File: config.mk
export PLATFORM = sky130hd
export DESIGN_NAME = stopwatch_ctrl_flat
export DESIGN_NICKNAME = d
export VERILOG_FILES = /design/src/rtl/stopwatch_ctrl_if.sv /design/src/rtl/stopwatch_ctrl.sv /design/src/flat_wrapper.sv
export SDC_FILE = /design/constraint.sdc
export NUM_CORES = 1
export LEC_CHECK = 0
export BUFFER_PORTS_ARGS = -buffer_cell sky130_fd_sc_hd__buf_2
export CAP_MARGIN = 20
export CORE_MARGIN = 2
export CORE_UTILIZATION = 40
export CTS_CLUSTER_DIAMETER = 40
export DETAILED_ROUTE_END_ITERATION = 12
export PLACE_DENSITY = 0.65
export SLEW_MARGIN = 20
export SYNTH_ARGS = -nofsm -noshare
export SYNTH_HDL_FRONTEND = slang
export SYNTH_SLANG_ARGS = --single-unit
File: constraint.sdc
create_clock -name clkIn -period 1.4 [get_ports clkIn]
set_input_delay 0.07 -clock clkIn [delete_from_list [all_inputs] [get_ports clkIn]]
set_output_delay 0.07 -clock clkIn [all_outputs]
set_load 0.02 [all_outputs]
File: src/rtl/stopwatch_ctrl_if.sv
`default_nettype none
// +--------------------------------------------------------------------+
// | Module   : stopwatch_ctrl_if                                       |
// | Purpose  : Buttons, tick and timer-datapath signals of the         |
// |            stopwatch controller, bundled with master/slave views.  |
// | Revision : 1.0  initial release                                    |
// +--------------------------------------------------------------------+
interface stopwatch_ctrl_if;
  logic        tickIn;
  logic        btnSS;
  logic        btnLR;
  logic [29:0] timeIn;
  logic        timerEn;
  logic        timerClr;
  logic [29:0] dispOut;
  logic [1:0]  state;
  logic [3:0]  lapCount;

  // Environment side: drives buttons, tick and timer value.
  modport master (
    output tickIn, btnSS, btnLR, timeIn,
    input  timerEn, timerClr, dispOut, state, lapCount
  );

  // Controller side.
  modport slave (
    input  tickIn, btnSS, btnLR, timeIn,
    output timerEn, timerClr, dispOut, state, lapCount
  );
endinterface
`default_nettype wire

File: src/rtl/stopwatch_ctrl.sv
`default_nettype none
// +--------------------------------------------------------------------+
// | Module   : stopwatch_ctrl                                          |
// | Purpose  : Two-button stopwatch sequencer: synchronises and        |
// |            debounces start/stop and lap/reset, gates the timer     |
// |            enable, issues clear pulses and freezes a lap value     |
// |            for the display path.                                   |
// | Options  : LAP_COUNT_EN - enables the saturating lap counter;      |
// |            when undefined lapCount is tied to zero.                |
// | Revision : 1.0  initial release                                    |
// +--------------------------------------------------------------------+
module stopwatch_ctrl #(
  parameter int DB_TICKS = 20,
  parameter int DB_W     = 5
) (
  input  wire              clkIn,
  input  wire              resetN,
  stopwatch_ctrl_if.slave  bus
);

  typedef enum logic [1:0] {
    IDLE  = 2'd0,
    RUN   = 2'd1,
    LAP   = 2'd2,
    PAUSE = 2'd3
  } state_t;

  // Counter value on which the next differing tick completes the debounce.
  localparam logic [DB_W-1:0] c_DB_LAST = DB_W'(DB_TICKS - 1);

  logic [1:0] w_btn_raw;
  logic [1:0] w_press;
  logic       w_ssP;
  logic       w_lrP;

  assign w_btn_raw = {bus.btnLR, bus.btnSS};
  assign w_ssP     = w_press[0];
  assign w_lrP     = w_press[1];

  // Per-button synchroniser, debouncer and rising-edge detector.
  genvar gi;
  generate
    for (gi = 0; gi < 2; gi++) begin : g_btn
      logic            r_sync1;
      logic            r_sync2;
      logic            r_deb;
      logic            r_deb_d;
      logic [DB_W-1:0] r_cnt;

      // Sync the raw level, count ticks of disagreement, accept after DB_TICKS.
      always_ff @(posedge clkIn or negedge resetN) begin
        if (!resetN) begin
          r_sync1 <= 1'b0;
          r_sync2 <= 1'b0;
          r_deb   <= 1'b0;
          r_deb_d <= 1'b0;
          r_cnt   <= '0;
        end else begin
          r_sync1 <= w_btn_raw[gi];
          r_sync2 <= r_sync1;
          r_deb_d <= r_deb;
          if (bus.tickIn) begin
            if (r_sync2 != r_deb) begin
              if (r_cnt == c_DB_LAST) begin
                r_deb <= r_sync2;
                r_cnt <= '0;
              end else begin
                r_cnt <= r_cnt + DB_W'(1);
              end
            end else begin
              r_cnt <= '0;
            end
          end
        end
      end

      // Releases are ignored: only the debounced 0->1 edge is an event.
      assign w_press[gi] = r_deb & ~r_deb_d;
    end
  endgenerate

  state_t      r_state;
  state_t      w_next;
  logic        w_clr;
  logic        w_cap;
  logic        r_timerEn;
  logic        r_timerClr;
  logic [29:0] r_lap;
  logic [29:0] r_disp;

  // Next-state decode; start/stop has priority over lap/reset.
  always_comb begin
    w_next = r_state;
    w_clr  = 1'b0;
    w_cap  = 1'b0;
    case (r_state)
      IDLE: begin
        if (w_ssP)      w_next = RUN;
        else if (w_lrP) w_clr  = 1'b1;
      end
      RUN: begin
        if (w_ssP) begin
          w_next = PAUSE;
        end else if (w_lrP) begin
          w_next = LAP;
          w_cap  = 1'b1;
        end
      end
      LAP: begin
        if (w_ssP)      w_next = PAUSE;
        else if (w_lrP) w_next = RUN;
      end
      PAUSE: begin
        if (w_ssP) begin
          w_next = RUN;
        end else if (w_lrP) begin
          w_next = IDLE;
          w_clr  = 1'b1;
        end
      end
      default: w_next = IDLE;
    endcase
  end

  // State, registered timer controls, lap capture and display mux.
  always_ff @(posedge clkIn or negedge resetN) begin
    if (!resetN) begin
      r_state    <= IDLE;
      r_timerEn  <= 1'b0;
      r_timerClr <= 1'b0;
      r_lap      <= '0;
      r_disp     <= '0;
    end else begin
      r_state    <= w_next;
      r_timerEn  <= (w_next == RUN) || (w_next == LAP);
      r_timerClr <= w_clr;
      if (w_cap) r_lap <= bus.timeIn;
      r_disp     <= (r_state == LAP) ? r_lap : bus.timeIn;
    end
  end

`ifdef LAP_COUNT_EN
  localparam logic [3:0] c_LAP_MAX = 4'd15;
  logic [3:0] r_lap_cnt;

  // Saturating count of RUN->LAP entries, cleared together with the timer.
  always_ff @(posedge clkIn or negedge resetN) begin
    if (!resetN) begin
      r_lap_cnt <= 4'd0;
    end else if (w_clr) begin
      r_lap_cnt <= 4'd0;
    end else if (w_cap && (r_lap_cnt != c_LAP_MAX)) begin
      r_lap_cnt <= r_lap_cnt + 4'd1;
    end
  end

  assign bus.lapCount = r_lap_cnt;
`else
  assign bus.lapCount = 4'd0;
`endif

  assign bus.state    = r_state;
  assign bus.timerEn  = r_timerEn;
  assign bus.timerClr = r_timerClr;
  assign bus.dispOut  = r_disp;

endmodule
`default_nettype wire

File: src/flat_wrapper.sv
// flat-port wrapper written by rule: the top's interface ports become plain ports
module stopwatch_ctrl_flat 
#(
  parameter int DB_TICKS = 20,
  parameter int DB_W     = 5
)
  (clkIn, resetN, bus_tickIn, bus_btnSS, bus_btnLR, bus_timeIn, bus_timerEn, bus_timerClr, bus_dispOut, bus_state, bus_lapCount);
  stopwatch_ctrl_if bus_i ();
  input  wire clkIn;
  input  wire resetN;
  input wire logic [$bits(bus_i.tickIn)-1:0] bus_tickIn;
  input wire logic [$bits(bus_i.btnSS)-1:0] bus_btnSS;
  input wire logic [$bits(bus_i.btnLR)-1:0] bus_btnLR;
  input wire logic [$bits(bus_i.timeIn)-1:0] bus_timeIn;
  output wire logic [$bits(bus_i.timerEn)-1:0] bus_timerEn;
  output wire logic [$bits(bus_i.timerClr)-1:0] bus_timerClr;
  output wire logic [$bits(bus_i.dispOut)-1:0] bus_dispOut;
  output wire logic [$bits(bus_i.state)-1:0] bus_state;
  output wire logic [$bits(bus_i.lapCount)-1:0] bus_lapCount;
  assign bus_i.tickIn = bus_tickIn;
  assign bus_i.btnSS = bus_btnSS;
  assign bus_i.btnLR = bus_btnLR;
  assign bus_i.timeIn = bus_timeIn;
  assign bus_timerEn = bus_i.timerEn;
  assign bus_timerClr = bus_i.timerClr;
  assign bus_dispOut = bus_i.dispOut;
  assign bus_state = bus_i.state;
  assign bus_lapCount = bus_i.lapCount;
  stopwatch_ctrl #(.DB_TICKS(DB_TICKS), .DB_W(DB_W)) u_core (.clkIn(clkIn), .resetN(resetN), .bus(bus_i));
endmodule
Yosys cells after proc, flatten, opt, wreduce, memory -nomap -nowiden
Cells that the tools add are included.
{ "word_totals": {"out_inout_bits": 38, "register_bits": 82, "input_bits": 35, "elab_cells": 52} }
{ "classes": {"n_reduce_logical": 5, "addsub": 2, "n_bitwise": 4, "mux": 17, "n_eq_ne": 9} }
{ "ops": {"columns": ["cell", "count"], "rows": [
  ["$mux 30", 1],
  ["$mux 5", 4],
  ["$mux 2", 7],
  ["$add 5x1->5 const B", 2],
  ["$eq 5x5->1 const B", 2],
  ["$pmux 2 s4", 1],
  ["$eq 2x2->1 const B", 3],
  ["$reduce_and 3->1", 2],
  ["$eq 2x1->1 const B", 2],
  ["$mux 1", 4],
  ["$and 1x1->1", 2],
  ["$logic_not 2->1", 1],
  ["$ne 1x1->1", 2],
  ["$not 1->1", 2],
  ["$reduce_or 2->1", 1],
  ["$logic_or 1x1->1", 1]
]} }

Longest topological paths before layout
{ "logic_depth": {"word_depth": 7, "ltp_mapped": 8, "depth_no_buf": 7} }

Least setup slack after synthesis
No wires, ideal clock.
{ "synth_path": {"path_type": "reg-to-reg", "from": "register u_core.r_state[0] (netlist: u_core.bus.state[0])", "to": "register u_core.r_timerEn (netlist: u_core.bus.timerEn)", "arrival_ns": 1.480, "stages_incl_launch_ff": 9, "required_ns": 1.269, "period_less_slack_ns": 1.611, "slack_ns": -0.211, "setup_ns": 0.131, "path_buffers": 1, "cell_sequence": "dfrtp_1 -> inv_1 -> ha_1 -> clkbuf_1 -> nor2_1 -> nor2_1 -> nor3_1 -> o32ai_2 -> xor2_1"} }
{ "synth_via": {"elab_cells_between_ends": 15, "classes_between": "eq/ne (5); mux (8); reduce/logical (2)"} }
{ "synth_lines": {"columns": ["element", "line_no", "rtl"], "rows": [
  ["from (decl)", "stopwatch_ctrl.sv:82", "state_t r_state;"],
  ["from (signal assigned)", "stopwatch_ctrl.sv:134", "r_state <= w_next;"],
  ["$eq 2x2->1, or another cell as far along", "stopwatch_ctrl.sv:96", "case (r_state)"],
  ["$pmux 2 s4 (*)", "stopwatch_ctrl.sv:96", null],
  ["net u_core.w_next[1]", "stopwatch_ctrl.sv:83", "state_t w_next;"],
  ["$eq 2x1->1 / $eq 2x2->1 (equally long branches)", "stopwatch_ctrl.sv:135", "r_timerEn <= (w_next == RUN) || (w_next == LAP);"],
  ["$logic_or 1x1->1 (*)", "stopwatch_ctrl.sv:135", null],
  ["to (signal assigned)", "stopwatch_ctrl.sv:135", null],
  ["to (decl)", "stopwatch_ctrl.sv:86", "logic r_timerEn;"]
]} }
The timed path passes the listed nets; every way through them passes the cells marked *.
A chain may end at the register's enable or synchronous reset.

Final worst setup path
{ "layout_path": {"from": "register u_core.g_btn[1].r_deb_d", "to": "register u_core.r_lap[19]"} }
{ "layout_via": {"elab_chain_cells": 5} }
{ "layout_rtl": {"columns": ["element", "line_no", "rtl"], "rows": [
  ["from (decl)", "stopwatch_ctrl.sv:47", "logic r_deb_d;"],
  ["from (signal assigned)", "stopwatch_ctrl.sv:61", "r_deb_d <= r_deb;"],
  ["$not 1->1", "stopwatch_ctrl.sv:78", "assign w_press[gi] = r_deb & ~r_deb_d;"],
  ["$and 1x1->1", "stopwatch_ctrl.sv:78", null],
  ["$mux 1", "stopwatch_ctrl.sv:104", "end else if (w_lrP) begin"],
  ["$mux 1", "stopwatch_ctrl.sv:102", "if (w_ssP) begin"],
  ["$mux 1", "stopwatch_ctrl.sv:96", null],
  ["to (signal assigned)", "stopwatch_ctrl.sv:137", "if (w_cap) r_lap <= bus.timeIn;"],
  ["to (decl)", "stopwatch_ctrl.sv:88", "logic [29:0] r_lap;"]
]} }
No other way between the ends.

==> flow_metrics.env <==
export IMPL_synthMuxAreaShare_pct=24.0
export IMPL_vias=2138
export IMPL_p_int_mw=3.74
export IMPL_initialDrtViolationCount=70
export IMPL_grt_pass1_wl_um=10500
export IMPL_layout_common_cells="dfrtp_1, buf_2, mux2_4"
export IMPL_final_period_utilization_pct=103
export IMPL_min_path_type="in -> reg"
export IMPL_grt_pass1_vias=2244
export IMPL_synth_top_family_by_area="multiplexers"
export IMPL_violations="negative setup slack"
export IMPL_cts_buffers=9
export IMPL_yosys_warnings=0
export IMPL_drt_wirelength_per_cell_um=13.9
export IMPL_clock_latency_ps=350
export IMPL_path_class="reg -> reg"
export IMPL_hold_path_cell_count=3
export IMPL_regToRegEndpoint="u_core.r_lap[19]$_DFFE_PN0P_"
export IMPL_io_buffer_count=68
export IMPL_die_area_um2=9320
export IMPL_hp_start="bus_tickIn"
export IMPL_stdcell_count=465
export IMPL_final_common_cell="dfrtp_1"
export IMPL_place_hpwl_um=4210
export IMPL_skew_ps=11.7
export IMPL_tns_ps=-925
export IMPL_path_clk_slew_ps=80
export IMPL_wirelength_um=6470
export IMPL_switchingPower_mw=1.41
export IMPL_slew_viol_final=0
export IMPL_critPathTopFamily="simple AND/OR/NAND/NOR gates"
export IMPL_nets=396
export IMPL_status="finished with violations"
export IMPL_swShare_pct=27.3
export IMPL_drv_cap=0
export IMPL_min_to="u_core.g_btn[1].r_cnt[1]$_DFFE_PN0P_"
export IMPL_setup_ws_ps=-48.8
export IMPL_drive_above_1_share_pct=51.1
export IMPL_track_usage_pct=15.1
export IMPL_synthSimpleGateAreaFrac_pct=5.73
export IMPL_cts_tree="built"
export IMPL_setup_worst_path_end_class="flip-flop"
export IMPL_routabilityCongestion=0.754
export IMPL_reg2reg_from="u_core.g_btn[1].r_deb_d$_DFF_PN0_"
export IMPL_ys_ff_latch=82
export IMPL_crit_chain="and2b_4, nand3_4, clkbuf_16, mux2_4"
export IMPL_worstPathArrival_ps=1690
export IMPL_ir_drop_uv=521
export IMPL_critPathMaxFanout=7
export IMPL_htreeDepth=3
export IMPL_max_stage_delay_ps=370
export IMPL_ys_seq_area_share_pct=59.9
export IMPL_critPathRequiredTime_ps=1640
export IMPL_rsz0062_at_grt="yes"
export IMPL_path_depth=4
export IMPL_avgViaCountPerCell=4.60
export IMPL_rows=33
export IMPL_hold_viol_final=0
export IMPL_die_w_um=96.5
export IMPL_placed_cells=411
export IMPL_power_leakage_nw=2.32
export IMPL_power_density_nw_per_um2=1080
export IMPL_critPathBufInv=1
export IMPL_cts_max_path_buffers=2
export IMPL_drtAntennaViolNets=0
export IMPL_crit_slowest_cell="dfrtp_1"
export IMPL_drc=0
export IMPL_avgSynthCellArea_um2=15.0
export IMPL_clock_fmax_mhz=690
export IMPL_start_kind="flip-flop"
export IMPL_first_pass_iters=4
export IMPL_syn_to_final_growth_pct=39.4
export IMPL_cts_root_buf="clkbuf_8"
export IMPL_reg2reg_depth=4
export IMPL_setup_viol=34
export IMPL_coreArea_um2=8260
export IMPL_synth_fa_ha_area_share_pct=2.19
export IMPL_clock_sinks=82
export IMPL_diodes=0
export IMPL_synth_compound_area_share_pct=2.85
export IMPL_grt_max_degree=39
export IMPL_seqPwrFrac_pct=52.1
export IMPL_synth_xor_area_share_pct=1.79
export IMPL_synth_area_um2=3430
export IMPL_boundaryPins=73
export IMPL_ys_types=34
export IMPL_antenna_found_initial=0
export IMPL_r2r_setup_slack_ps=-50
export IMPL_syn_instance_count=228
export IMPL_die_y_um=96.5
export IMPL_power_frac_comb_pct=16.6
export IMPL_gr_total_overflow=0
export IMPL_layout_min_cycle_time_ps=1450
export IMPL_clkPwrFrac_pct=31.2
export IMPL_start_util_pct=41.5
==> sequential cells by signal, indices dropped and copies added, names as in the netlist <==
register              count
u_core.bus.state          2
u_core.bus.dispOut       30
u_core.bus.timerEn        1
u_core.g_btn.r_cnt       10
u_core.g_btn.r_deb_d      2
u_core.g_btn.r_deb        2
u_core.g_btn.r_sync2      2
u_core.bus.timerClr       1
u_core.r_lap             30
u_core.g_btn.r_sync1      2
==> final cells by class <==
type,instances,area [um2]
Inverter,7,28.8
Timing Repair Buffer,126,961
Sequential cell,82,2050
Clock inverter,6,47.5
Multi-Input combinational cell,129,1410
Clock buffer,10,138
Fill cell,673,3480
Tap cell,105,131
==> worst min-delay path: stages <==
cell and delay, ps:
buf_2 110, buf_4 210, o22ai_1 90
==> cells by family (layout without fill, tap and decap cells) <==
family          after synthesis  after routing
flops                        82             82
mux                          63             63
simple gates                 34             34
buf+inv                      20            149
compound gates               15             15
xor+xnor                      7              7
fa+ha+maj                     6              6
other cells                   1              4
==> timing repair <==
action	4_1_cts	5_1_grt
hold buffers	33	0
gates resized for setup	13	21
pin swaps	5	3
gates cloned	1	1
endpoints found under the hold margin	98	0
setup endpoints to repair	60	50
setup buffers	1	2
==> worst max-delay path by stage <==
| stage | startpoint | to | slack (ps) |
|---|---|---|---|
| 2_1_floorplan | u_core.bus.state[1]$_DFF_PN0_ | u_core.r_lap[0]$_DFFE_PN0P_ | -80 |
| 3_3_place_gp | u_core.bus.state[0]$_DFF_PN0_ | u_core.bus.timerEn$_DFF_PN0_ | -40 |
| 3_5_place_dp | u_core.bus.state[0]$_DFF_PN0_ | u_core.bus.timerEn$_DFF_PN0_ | -80 |
| 4_1_cts | u_core.bus.state[1]$_DFF_PN0_ | u_core.r_lap[3]$_DFFE_PN0P_ | -40 |
| 5_1_grt | u_core.bus.state[1]$_DFF_PN0_ | u_core.bus.timerEn$_DFF_PN0_ | -120 |
| 6_report | u_core.g_btn[1].r_deb_d$_DFF_PN0_ | u_core.r_lap[19]$_DFFE_PN0P_ | -50 |
==> per-stage QoR <==
| stage | total power, mW | cell area (um2) | hold WS [ps] | util [%] | worst slack, ps |
|---|---|---|---|---|---|
| after floorplan | 3.12 | 3450 | -226 | - | -80.9 |
| after global placement | 3.42 | 4040 | 69.6 | 48.9 | -45.0 |
| after detailed placement | 3.44 | 4040 | 77.1 | 48.9 | -83.1 |
| after CTS | 5.14 | 4650 | 127 | 56.3 | -39.0 |
| after global routing | 5.42 | 4770 | 190 | 57.8 | -121 |
| final | 5.15 | 4770 | 175 | 57.8 | -48.8 |
==> routing by layer <==
layer  global-route usage (%)  vias up  part of all wire [%]
met1                     19.1     1048                    45
met2                     24.3       47                    49
met3                     3.18       10                   3.6
met5                        0        -                     0
met4                     7.75        0                   2.1
li1                         -     1033                     -
==> cells in the mapped netlist <==
cell,n,area (um2)
and4bb_1,1,12.5
a21oi_1,5,25.0
nand2_1,6,22.5
o22ai_1,4,25.0
buf_2,5,25.0
o32ai_2,1,16.3
dfrtp_1,82,2050
nand3_1,2,10.0
nor2b_1,1,6.26
a21o_1,1,7.51
o21ai_1,2,10.0
ha_1,6,75.1
nand4_1,2,12.5
buf_6,3,33.8
nor2_1,9,33.8
a21oi_2,1,8.76
conb_1,1,3.75
buf_4,4,30.0
nor3b_1,2,15.0
mux2i_1,1,10.0
nand2b_1,5,31.3
nor3_1,2,10.0
clkbuf_1,1,3.75
xnor2_1,2,17.5
nor4b_2,1,15.0
mux2_1,8,90.1
nand3_2,1,10.0
o21ai_0,1,5.00
nand3b_1,1,7.51
mux2_4,30,450
xor2_1,5,43.8
and2b_4,1,10.0
mux2_2,24,270
inv_1,7,26.3
==> power groups by stage <==
stage	logic [mW]	clock network (mW)	registers, mW
after floorplan	0.342	0	2.78
after CTS	0.803	1.66	2.67
after global placement	0.706	0	2.71
after detailed placement	0.720	0	2.72
final	0.857	1.61	2.68
after global routing	0.958	1.76	2.71
No activity file was read; power rests on OpenSTA's default activity.
